==> src/rtl/ram_stream_reader_pkg.sv <==
// Shared definitions for ram_stream_reader and the RAM instantiation it reads.
package ram_stream_reader_pkg;

  localparam int unsigned DEF_MEM_WIDTH = 8;
  localparam int unsigned DEF_MEM_SIZE  = 896;

  typedef enum logic [1:0] {
    ST_IDLE   = 2'd0,
    ST_READ   = 2'd1,
    ST_DRAIN  = 2'd2,
    ST_FINISH = 2'd3
  } state_e;

  // Address increment with wrap at an arbitrary (non power-of-2) depth
  function automatic int unsigned addr_wrap(input int unsigned addr, input int unsigned size);
    return (addr >= size - 32'd1) ? 32'd0 : addr + 32'd1;
  endfunction

endpackage

==> src/rtl/ram_stream_reader_skid_fifo2.sv <==
// skid_fifo2: generic 2-entry FIFO; head entry and valid come straight from flops.
module skid_fifo2 #(
  parameter int unsigned WIDTH = 8
) (
  input  logic             clk,
  input  logic             rst_n,
  input  logic             push,
  input  logic [WIDTH-1:0] din,
  input  logic             pop,
  output logic [WIDTH-1:0] head,
  output logic             head_valid,
  output logic [1:0]       count
);

  logic [WIDTH-1:0] e0_q, e1_q;
  logic [1:0]       count_q, count_d;
  logic             valid_q;
  logic             pop_ok, push_ok;

  // Qualify push/pop against occupancy and compute next count
  always_comb begin
    pop_ok  = pop && (count_q != 2'd0);
    push_ok = push && ((count_q != 2'd2) || pop_ok);
    count_d = count_q;
    if (push_ok && !pop_ok) begin
      count_d = count_q + 2'd1;
    end else if (pop_ok && !push_ok) begin
      count_d = count_q - 2'd1;
    end
  end

  // Storage: e0 is always the head, e1 the entry behind it
  always_ff @(posedge clk or negedge rst_n) begin
    if (!rst_n) begin
      e0_q    <= '0;
      e1_q    <= '0;
      count_q <= 2'd0;
      valid_q <= 1'b0;
    end else begin
      count_q <= count_d;
      valid_q <= (count_d != 2'd0);
      if (pop_ok) begin
        if (push_ok && (count_q == 2'd1)) begin
          e0_q <= din;
        end else begin
          e0_q <= e1_q;
        end
        if (push_ok && (count_q == 2'd2)) begin
          e1_q <= din;
        end
      end else if (push_ok) begin
        if (count_q == 2'd0) begin
          e0_q <= din;
        end else begin
          e1_q <= din;
        end
      end
    end
  end

  assign head       = e0_q;
  assign head_valid = valid_q;
  assign count      = count_q;

endmodule

==> src/rtl/ram_stream_reader.sv <==
// ram_stream_reader: reads len words from a registered-output block RAM starting
// at base_addr (wrapping at MEM_SIZE) and emits them as a valid/ready stream.
// Optional macro STREAM_LAST_EN adds a dout_last output marking the final word.
module ram_stream_reader
  import ram_stream_reader_pkg::*;
#(
  parameter int unsigned MEM_WIDTH = DEF_MEM_WIDTH,
  parameter int unsigned MEM_SIZE  = DEF_MEM_SIZE,
  localparam int unsigned ADDR_W   = $clog2(MEM_SIZE)
) (
  input  logic                 clk,
  input  logic                 rst_n,
  input  logic                 start,
  input  logic [ADDR_W-1:0]    base_addr,
  input  logic [ADDR_W:0]      len,
  output logic                 busy,
  output logic                 done,
  output logic                 ram_en,
  output logic [ADDR_W-1:0]    ram_addr,
  input  logic [MEM_WIDTH-1:0] ram_dout,
  output logic [MEM_WIDTH-1:0] dout,
  output logic                 dout_valid,
`ifdef STREAM_LAST_EN
  output logic                 dout_last,
`endif
  input  logic                 dout_ready
);

  localparam int unsigned CNT_W = ADDR_W + 1;
`ifdef STREAM_LAST_EN
  localparam int unsigned FIFO_W = MEM_WIDTH + 1;
`else
  localparam int unsigned FIFO_W = MEM_WIDTH;
`endif

  state_e             state_q, state_d;
  logic [ADDR_W-1:0]  addr_q;
  logic [CNT_W-1:0]   len_q, issued_q;
  logic               inflight_q, busy_q, done_q;
  logic               pop, last_issue;
  logic [1:0]         fifo_count, occ;
  logic [FIFO_W-1:0]  fifo_din, fifo_head;
  logic               fifo_valid;

  assign pop        = fifo_valid && dout_ready;
  assign occ        = fifo_count + 2'(inflight_q);
  assign last_issue = ((issued_q + CNT_W'(1)) == len_q);

  // State register
  always_ff @(posedge clk or negedge rst_n) begin
    if (!rst_n) begin
      state_q <= ST_IDLE;
    end else begin
      state_q <= state_d;
    end
  end

  // Next-state: drain ends when the final word leaves the FIFO with nothing in flight
  always_comb begin
    state_d = state_q;
    case (state_q)
      ST_IDLE: begin
        if (start) begin
          state_d = (len != '0) ? ST_READ : ST_FINISH;
        end
      end
      ST_READ: begin
        if (ram_en && last_issue) begin
          state_d = ST_DRAIN;
        end
      end
      ST_DRAIN: begin
        if (!inflight_q &&
            ((fifo_count == 2'd0) || ((fifo_count == 2'd1) && pop))) begin
          state_d = ST_FINISH;
        end
      end
      ST_FINISH: begin
        state_d = ST_IDLE;
      end
      default: begin
        state_d = ST_IDLE;
      end
    endcase
  end

  // Read issue: a slot freed by this cycle's pop may be reused immediately
  always_comb begin
    ram_en = 1'b0;
    if ((state_q == ST_READ) && (issued_q < len_q) &&
        ((occ < 2'd2) || pop)) begin
      ram_en = 1'b1;
    end
  end

  // Transfer bookkeeping, address generation and status flags
  always_ff @(posedge clk or negedge rst_n) begin
    if (!rst_n) begin
      addr_q     <= '0;
      len_q      <= '0;
      issued_q   <= '0;
      inflight_q <= 1'b0;
      busy_q     <= 1'b0;
      done_q     <= 1'b0;
    end else begin
      inflight_q <= ram_en;
      busy_q     <= (state_d != ST_IDLE);
      done_q     <= (state_d == ST_FINISH);
      if ((state_q == ST_IDLE) && start) begin
        addr_q   <= base_addr;
        len_q    <= len;
        issued_q <= '0;
      end else if (ram_en) begin
        addr_q   <= ADDR_W'(addr_wrap(32'(addr_q), MEM_SIZE));
        issued_q <= issued_q + CNT_W'(1);
      end
    end
  end

`ifdef STREAM_LAST_EN
  logic inflight_last_q;

  // Tag the word currently in flight as the final one of the transfer
  always_ff @(posedge clk or negedge rst_n) begin
    if (!rst_n) begin
      inflight_last_q <= 1'b0;
    end else begin
      inflight_last_q <= ram_en && last_issue;
    end
  end

  assign fifo_din  = {inflight_last_q, ram_dout};
  assign dout      = fifo_head[MEM_WIDTH-1:0];
  assign dout_last = fifo_head[MEM_WIDTH] && fifo_valid;
`else
  assign fifo_din  = ram_dout;
  assign dout      = fifo_head;
`endif

  skid_fifo2 #(
    .WIDTH (FIFO_W)
  ) u_fifo (
    .clk        (clk),
    .rst_n      (rst_n),
    .push       (inflight_q),
    .din        (fifo_din),
    .pop        (pop),
    .head       (fifo_head),
    .head_valid (fifo_valid),
    .count      (fifo_count)
  );

  assign dout_valid = fifo_valid;
  assign ram_addr   = addr_q;
  assign busy       = busy_q;
  assign done       = done_q;

endmodule

==> config.mk <==
export PLATFORM = sky130hd
export DESIGN_NAME = ram_stream_reader
export DESIGN_NICKNAME = d
export VERILOG_FILES = /design/src/rtl/ram_stream_reader_pkg.sv /design/src/rtl/ram_stream_reader_skid_fifo2.sv /design/src/rtl/ram_stream_reader.sv
export SDC_FILE = /design/constraint.sdc
export NUM_CORES = 1
export LEC_CHECK = 0
export ABC_CLOCK_PERIOD_IN_PS = 5400
export CAP_MARGIN = 30
export CORE_MARGIN = 1
export CORE_UTILIZATION = 50
export CTS_CLUSTER_DIAMETER = 30
export CTS_CLUSTER_SIZE = 12
export DETAILED_ROUTE_END_ITERATION = 10
export PLACE_DENSITY = 0.75
export SLEW_MARGIN = 5
export SYNTH_ARGS = -nofsm -noshare
export SYNTH_HDL_FRONTEND = slang
export SYNTH_SLANG_ARGS = --single-unit
export TNS_END_PERCENT = 5
==> constraint.sdc <==
create_clock -name clk -period 5.4 [get_ports clk]
set_input_delay 1.08 -clock clk [delete_from_list [all_inputs] [get_ports clk]]
set_output_delay 1.08 -clock clk [all_outputs]
set_load 0.05 [all_outputs]
Word level (Yosys, flattened, before mapping)
Index checks and enable logic that the tools add are counted.
{ "word_totals": {"reg_bits": 56, "latch_bits": 0, "mem_bits_rw": 0, "mem_bits_ro": 0, "in_bits": 33, "elab_cells": 80, "mem_count": 0} }
{ "op_classes": {"n_addsub": 5, "mul": 0, "n_div": 0, "n_lt_le_gt_ge": 3, "n_eq_ne": 10, "shift": 0, "muxes": 21, "bitwise_logic": 0, "n_reduce_logical": 30} }
{ "ops": {"columns": ["op", "count"], "rows": [
  ["8-bit two-way mux", 8],
  ["10-bit two-way mux", 3],
  ["11-bit two-way mux", 2],
  ["1-bit logical AND", 13],
  ["2-bit two-way mux", 6],
  ["2-bit nonzero test", 6],
  ["11-bit by 1-bit adder with 11-bit output, second input constant", 1],
  ["11-bit equality test", 1],
  ["11-bit < comparator", 1],
  ["11-bit nonzero test", 1],
  ["10-bit by 1-bit adder with 10-bit output, second input constant", 1],
  ["10-bit >= comparator, second input constant", 1],
  ["2-bit equality test, second input constant", 4],
  ["2-bit case mux with 4 select lines", 1],
  ["2-bit by 1-bit equality test with 1-bit output, second input constant", 2],
  ["2-bit zero test", 2],
  ["2-bit != test, second input constant", 2],
  ["1-bit zero test", 3],
  ["1-bit logical OR", 3],
  ["3-bit AND reduction", 1],
  ["2-bit by 1-bit adder with 2-bit output", 1],
  ["2-bit by 1-bit adder with 2-bit output, second input constant", 1],
  ["2-bit < comparator, second input constant", 1],
  ["2-bit by 1-bit != test with 1-bit output, second input constant", 1],
  ["3 further kinds", 3]
]} }

Depth between registers and ports, before layout
Gate-level depths: netlist of the first run.
{ "logic_depth": {"word_depth": 9, "depth_mapped": 10, "depth_no_buf": 8} }

Modules after synthesis
From an unflattened synthesis of the first run, not the netlist that was laid out.
{ "hier_totals": {"cells_unflattened": 368, "hier_area_um2": 3398.3} }
{ "by_module_without_submodules": {"columns": ["mod", "instances", "cells_per_inst", "area_per_inst_um2", "seq_area_each_um2"], "rows": [
  ["ram_stream_reader", 1, 276, 2417.3, 925.9],
  ["skid_fifo2", 1, 92, 980.9, 475.5]
]} }

Worst setup path after synthesis of the first run
No wires, ideal clock.
{ "synth_path": {"kind": "input to output", "start": "in dout_ready", "end": "out ram_en", "arrival_time_ns": 2.539, "required_time_ns": 4.320, "path_slack_ns": 1.781, "cell_stages": 5, "path_cell_list": "and2_1 -> o211ai_2 -> or2_1 -> buf_4 -> nor2_1"} }
{ "synth_via": {"elab_chain_cells": 4} }
{ "synth_rtl": {"columns": ["element", "line", "source"], "rows": [
  ["from (decl)", "ram_stream_reader.sv:26", "input logic dout_ready"],
  ["1-bit logical AND", "ram_stream_reader.sv:45", "assign pop = fifo_valid && dout_ready;"],
  ["1-bit logical OR", "ram_stream_reader.sv:91", "((occ < 2'd2) || pop)) begin"],
  ["1-bit logical AND", "ram_stream_reader.sv:90", "if ((state_q == ST_READ) && (issued_q < len_q) &&"],
  ["1-bit two-way mux", "ram_stream_reader.sv:90", null],
  ["to (decl)", "ram_stream_reader.sv:18", "output logic ram_en,"]
]} }
Every way passes these cells.

Final worst setup path of the first run
Ends and elaborated chain as after synthesis.

==> flow_summary.toml, run 1 <==
[hold_path]
hold_path.class = "reg -> reg"
holdPathStages = 2
hold_path_end = "len_q[0]"
hold_path.startpoint = "len_q[0]"

[grt]
grt_pass1_wl_um = 13000
antenna_found_initial = 0
grt-ovfl-total = 0
grt_start_max_net_pins = 57
grt_pass1_vias = 2732
gr-usage-all-layers = 0.227

[critical_path]
regToRegSetupSlack_ns = 2.92
startpoint = "dout_ready"
max_stage_delay_ns = 0.86
critPathLaunchType = "primary input"
cp_common_cell = "clkdlybuf4s50_1"
critPathRequiredTime_ns = 4.32
critPathMaxFanout = 18
cp_slowest_cell = "clkdlybuf4s50_1"
worstSetupPathType = "in -> out"
cp-end-kind = "output port"
cp.arrival_ns = 3.61
reg2reg_from = "issued_q[10]"
path_cells = "clkdlybuf4s50_1 > and2_1 > o211ai_2 > or2_1 > nor2_1 > clkdlybuf4s50_1"
worstRegToRegCells = 6
r2r-end = "ram_addr[7]"

[clock_tree]
cts_buffers = 5
clk_pin_slew_ns = 0.10
h-tree-depth = 2
cts_buffer_depth = 2
cts.repair.resized = 0
cts_tree = "done"
cts_root_buf = "clkbuf_8"
hold_buffers = 0
clock_latency_ns = 0.32
post_cts_buffers = 0
clock_sinks = 56

[layout]
nFillCells = 565
regArea_um2 = 1400
area_delta_synth_final_pct = 19.9
multi_input_area_um2 = 1840
final_util = 0.628
drive_gt1_frac = 0.0789
fin_nets = 466
antenna_cells = 0

[yosys]
yosys.area.top_type = "dfrtp_1"
synth-edff-count = 0
avgSynthCellArea_um2 = 9.17
yosys_warnings = 0
synthesis.nets = 418
syn_area_um2 = 3380
synth.area.top_cells = "dfrtp_1, ha_1, mux2i_1"
seq_area_frac_synth = 0.414
yosysUniqueCellTypes = 57
async_flop_share = 1.00
netlist.area_leader.share = 0.414
syn_inst = 369
synthFlopType = "dfrtp_1"
synth-seq-cells = 56

[detailed_routing]
num_vias = 2880
drt_iter0_drc = 192
avgRoutedWirePerCell_um = 15.5
route.detailed.drc = 10
drt_wl_total_um = 7660
avgViaCountPerCell = 5.82
detail-route-antenna-nets = 0
first_pass_iters = 7

[sta]
tns_ns = 0
finalCritPeriodShare = 0.869
setup_viol_count_final = 0
relSlewSlack = 0.460
post-route-min-period_ns = 4.69
slew_violations = 0
finalHoldViolations = 0
fmax_ghz = 0.213
clock_skew_ns = 0.00711
holdWs_ns = 0.511
max_slew.worst_pin.slew_ns = 0.807
rsz0062_at_grt = "no"

[floorplan]
start_util = 0.524
core-area_um2 = 6460
die_y_um = 84.3
dieArea_um2 = 7100
ios = 55
placementRows = 29
die_w_um = 84.3

[status]
status = "finished with violations"
violations = "DRC"

[power]
peakVddDrop_mv = 0.305
finalPower_mw = 2.12
p_per_area_nw_per_um2 = 522
p_leak_nw = 1.77

[place]
port_buffers = 54
gp_congestion = 0.883
dp_hpwl_um = 5450

[flow_run]
maxCapViolCount = 0
[layout by cell type (no fill, tap or decap), types with 4 or more instances in the layout]
| cell | count |
|---|---|
| xor2_1 | 8 |
| clkbuf_8 | 5 |
| xnor2_1 | 7 |
| o21ai_1 | 12 |
| inv_1 | 16 |
| ha_1 | 16 |
| dfrtp_1 | 56 |
| nor3_1 | 5 |
| a31oi_1 | 13 |
| nand2b_1 | 4 |
| clkdlybuf4s50_1 | 53 |
| mux2_2 | 8 |
| or4_1 | 4 |
| mux2i_1 | 15 |
| nand4_1 | 5 |
| nand3_1 | 20 |
| o21ai_0 | 14 |
| nand2_1 | 32 |
| a21oi_1 | 29 |
| buf_4 | 4 |
| o31ai_1 | 4 |
| nor2_1 | 32 |
[worst max path at each step]
| stage | endpoint | slack (ns) |
|---|---|---|
| 2_1_floorplan | ram_en | 1.78 |
| 3_5_place_dp | ram_en | 0.72 |
| 5_1_grt | ram_en | 0.56 |
| 3_3_place_gp | ram_en | 0.78 |
| 4_1_cts | ram_en | 0.72 |
| 6_report | ram_en | 0.71 |
[kinds of logic (layout without fill, tap and decap cells)]
family | Yosys count | count (layout) | share of synthesized area
compound gates | 91 | 91 | 0.165
xor+xnor | 16 | 16 | 0.0436
fa+ha+maj | 17 | 17 | 0.0621
buf+inv | 34 | 83 | 0.0425
flops | 56 | 56 | 0.414
mux | 23 | 23 | 0.0710
simple gates | 132 | 132 | 0.202
[sequential cells by signal, indices dropped and copies added, names as in the netlist]
signal	cells
issued_q	11
len_q	11
ram_addr	10
u_fifo.e1_q	8
u_fifo.head	8
state_q	2
u_fifo.count	2
busy	1
done	1
inflight_q	1
u_fifo.head_valid	1
[area by class of cell]
type | count | area share
Inverter | 17 | 0.0157
Tap cell | 77 | 0.0238
Timing Repair Buffer | 58 | 0.139
Sequential cell | 56 | 0.345
Clock buffer | 5 | 0.0170
Clock inverter | 3 | 0.00555
Multi-Input combinational cell | 279 | 0.453
[metal layers]
layer / part of all wire / GRT usage / vias to the layer above
met5: 0 / 0 / -
li1: - / - / 1420
met4: 0.0094 / 0.0674 / 0
met2: 0.50 / 0.393 / 77
met1: 0.44 / 0.296 / 1376
met3: 0.052 / 0.0344 / 7
[metrics by stage]
step	worst slack [ns]	instance area (um2)	std cells
2_1_floorplan	1.78	3380	369
3_3_place_gp	0.781	3960	486
3_5_place_dp	0.719	3960	486
4_1_cts	0.724	4050	494
5_1_grt	0.562	4060	495
6_report	0.706	4060	495
[power by group]
part	switching (mW)	internal [mW]	total, mW
clock network	0.143	0.0933	0.236
registers	0.160	0.565	0.726
logic	0.690	0.467	1.16
[synth_stat cells (3+ instances only)]
master / instances
or4_1: 4
clkbuf_1: 12
nand3_1: 20
o21ai_1: 12
mux2i_1: 15
mux2_2: 8
nor3_1: 5
ha_1: 16
o31ai_1: 4
a31oi_1: 13
nand2b_1: 4
and3_1: 3
nor4_1: 3
xnor2_1: 7
nand2_1: 32
nand4_1: 5
xor2_1: 8
or3_1: 3
a211oi_1: 3
inv_1: 16
a21oi_1: 29
o21ai_0: 14
nor2_1: 32
dfrtp_1: 56
[critical path, delay by kind of cell]
family	cells	cell delay (ns)
buffers and inverters	2	1.31
AO/OA/AOI/OAI	1	0.19
AND/OR/NAND/NOR	3	1.04
Power figures use the tool's default switching activity.
==> run 2, diff against run 1 <==
GPL_ROUTABILITY_DRIVEN = 0   (was not set)
==> results of run 2 <==
The final DEF is identical to that of run 1; final timing and power are the same.
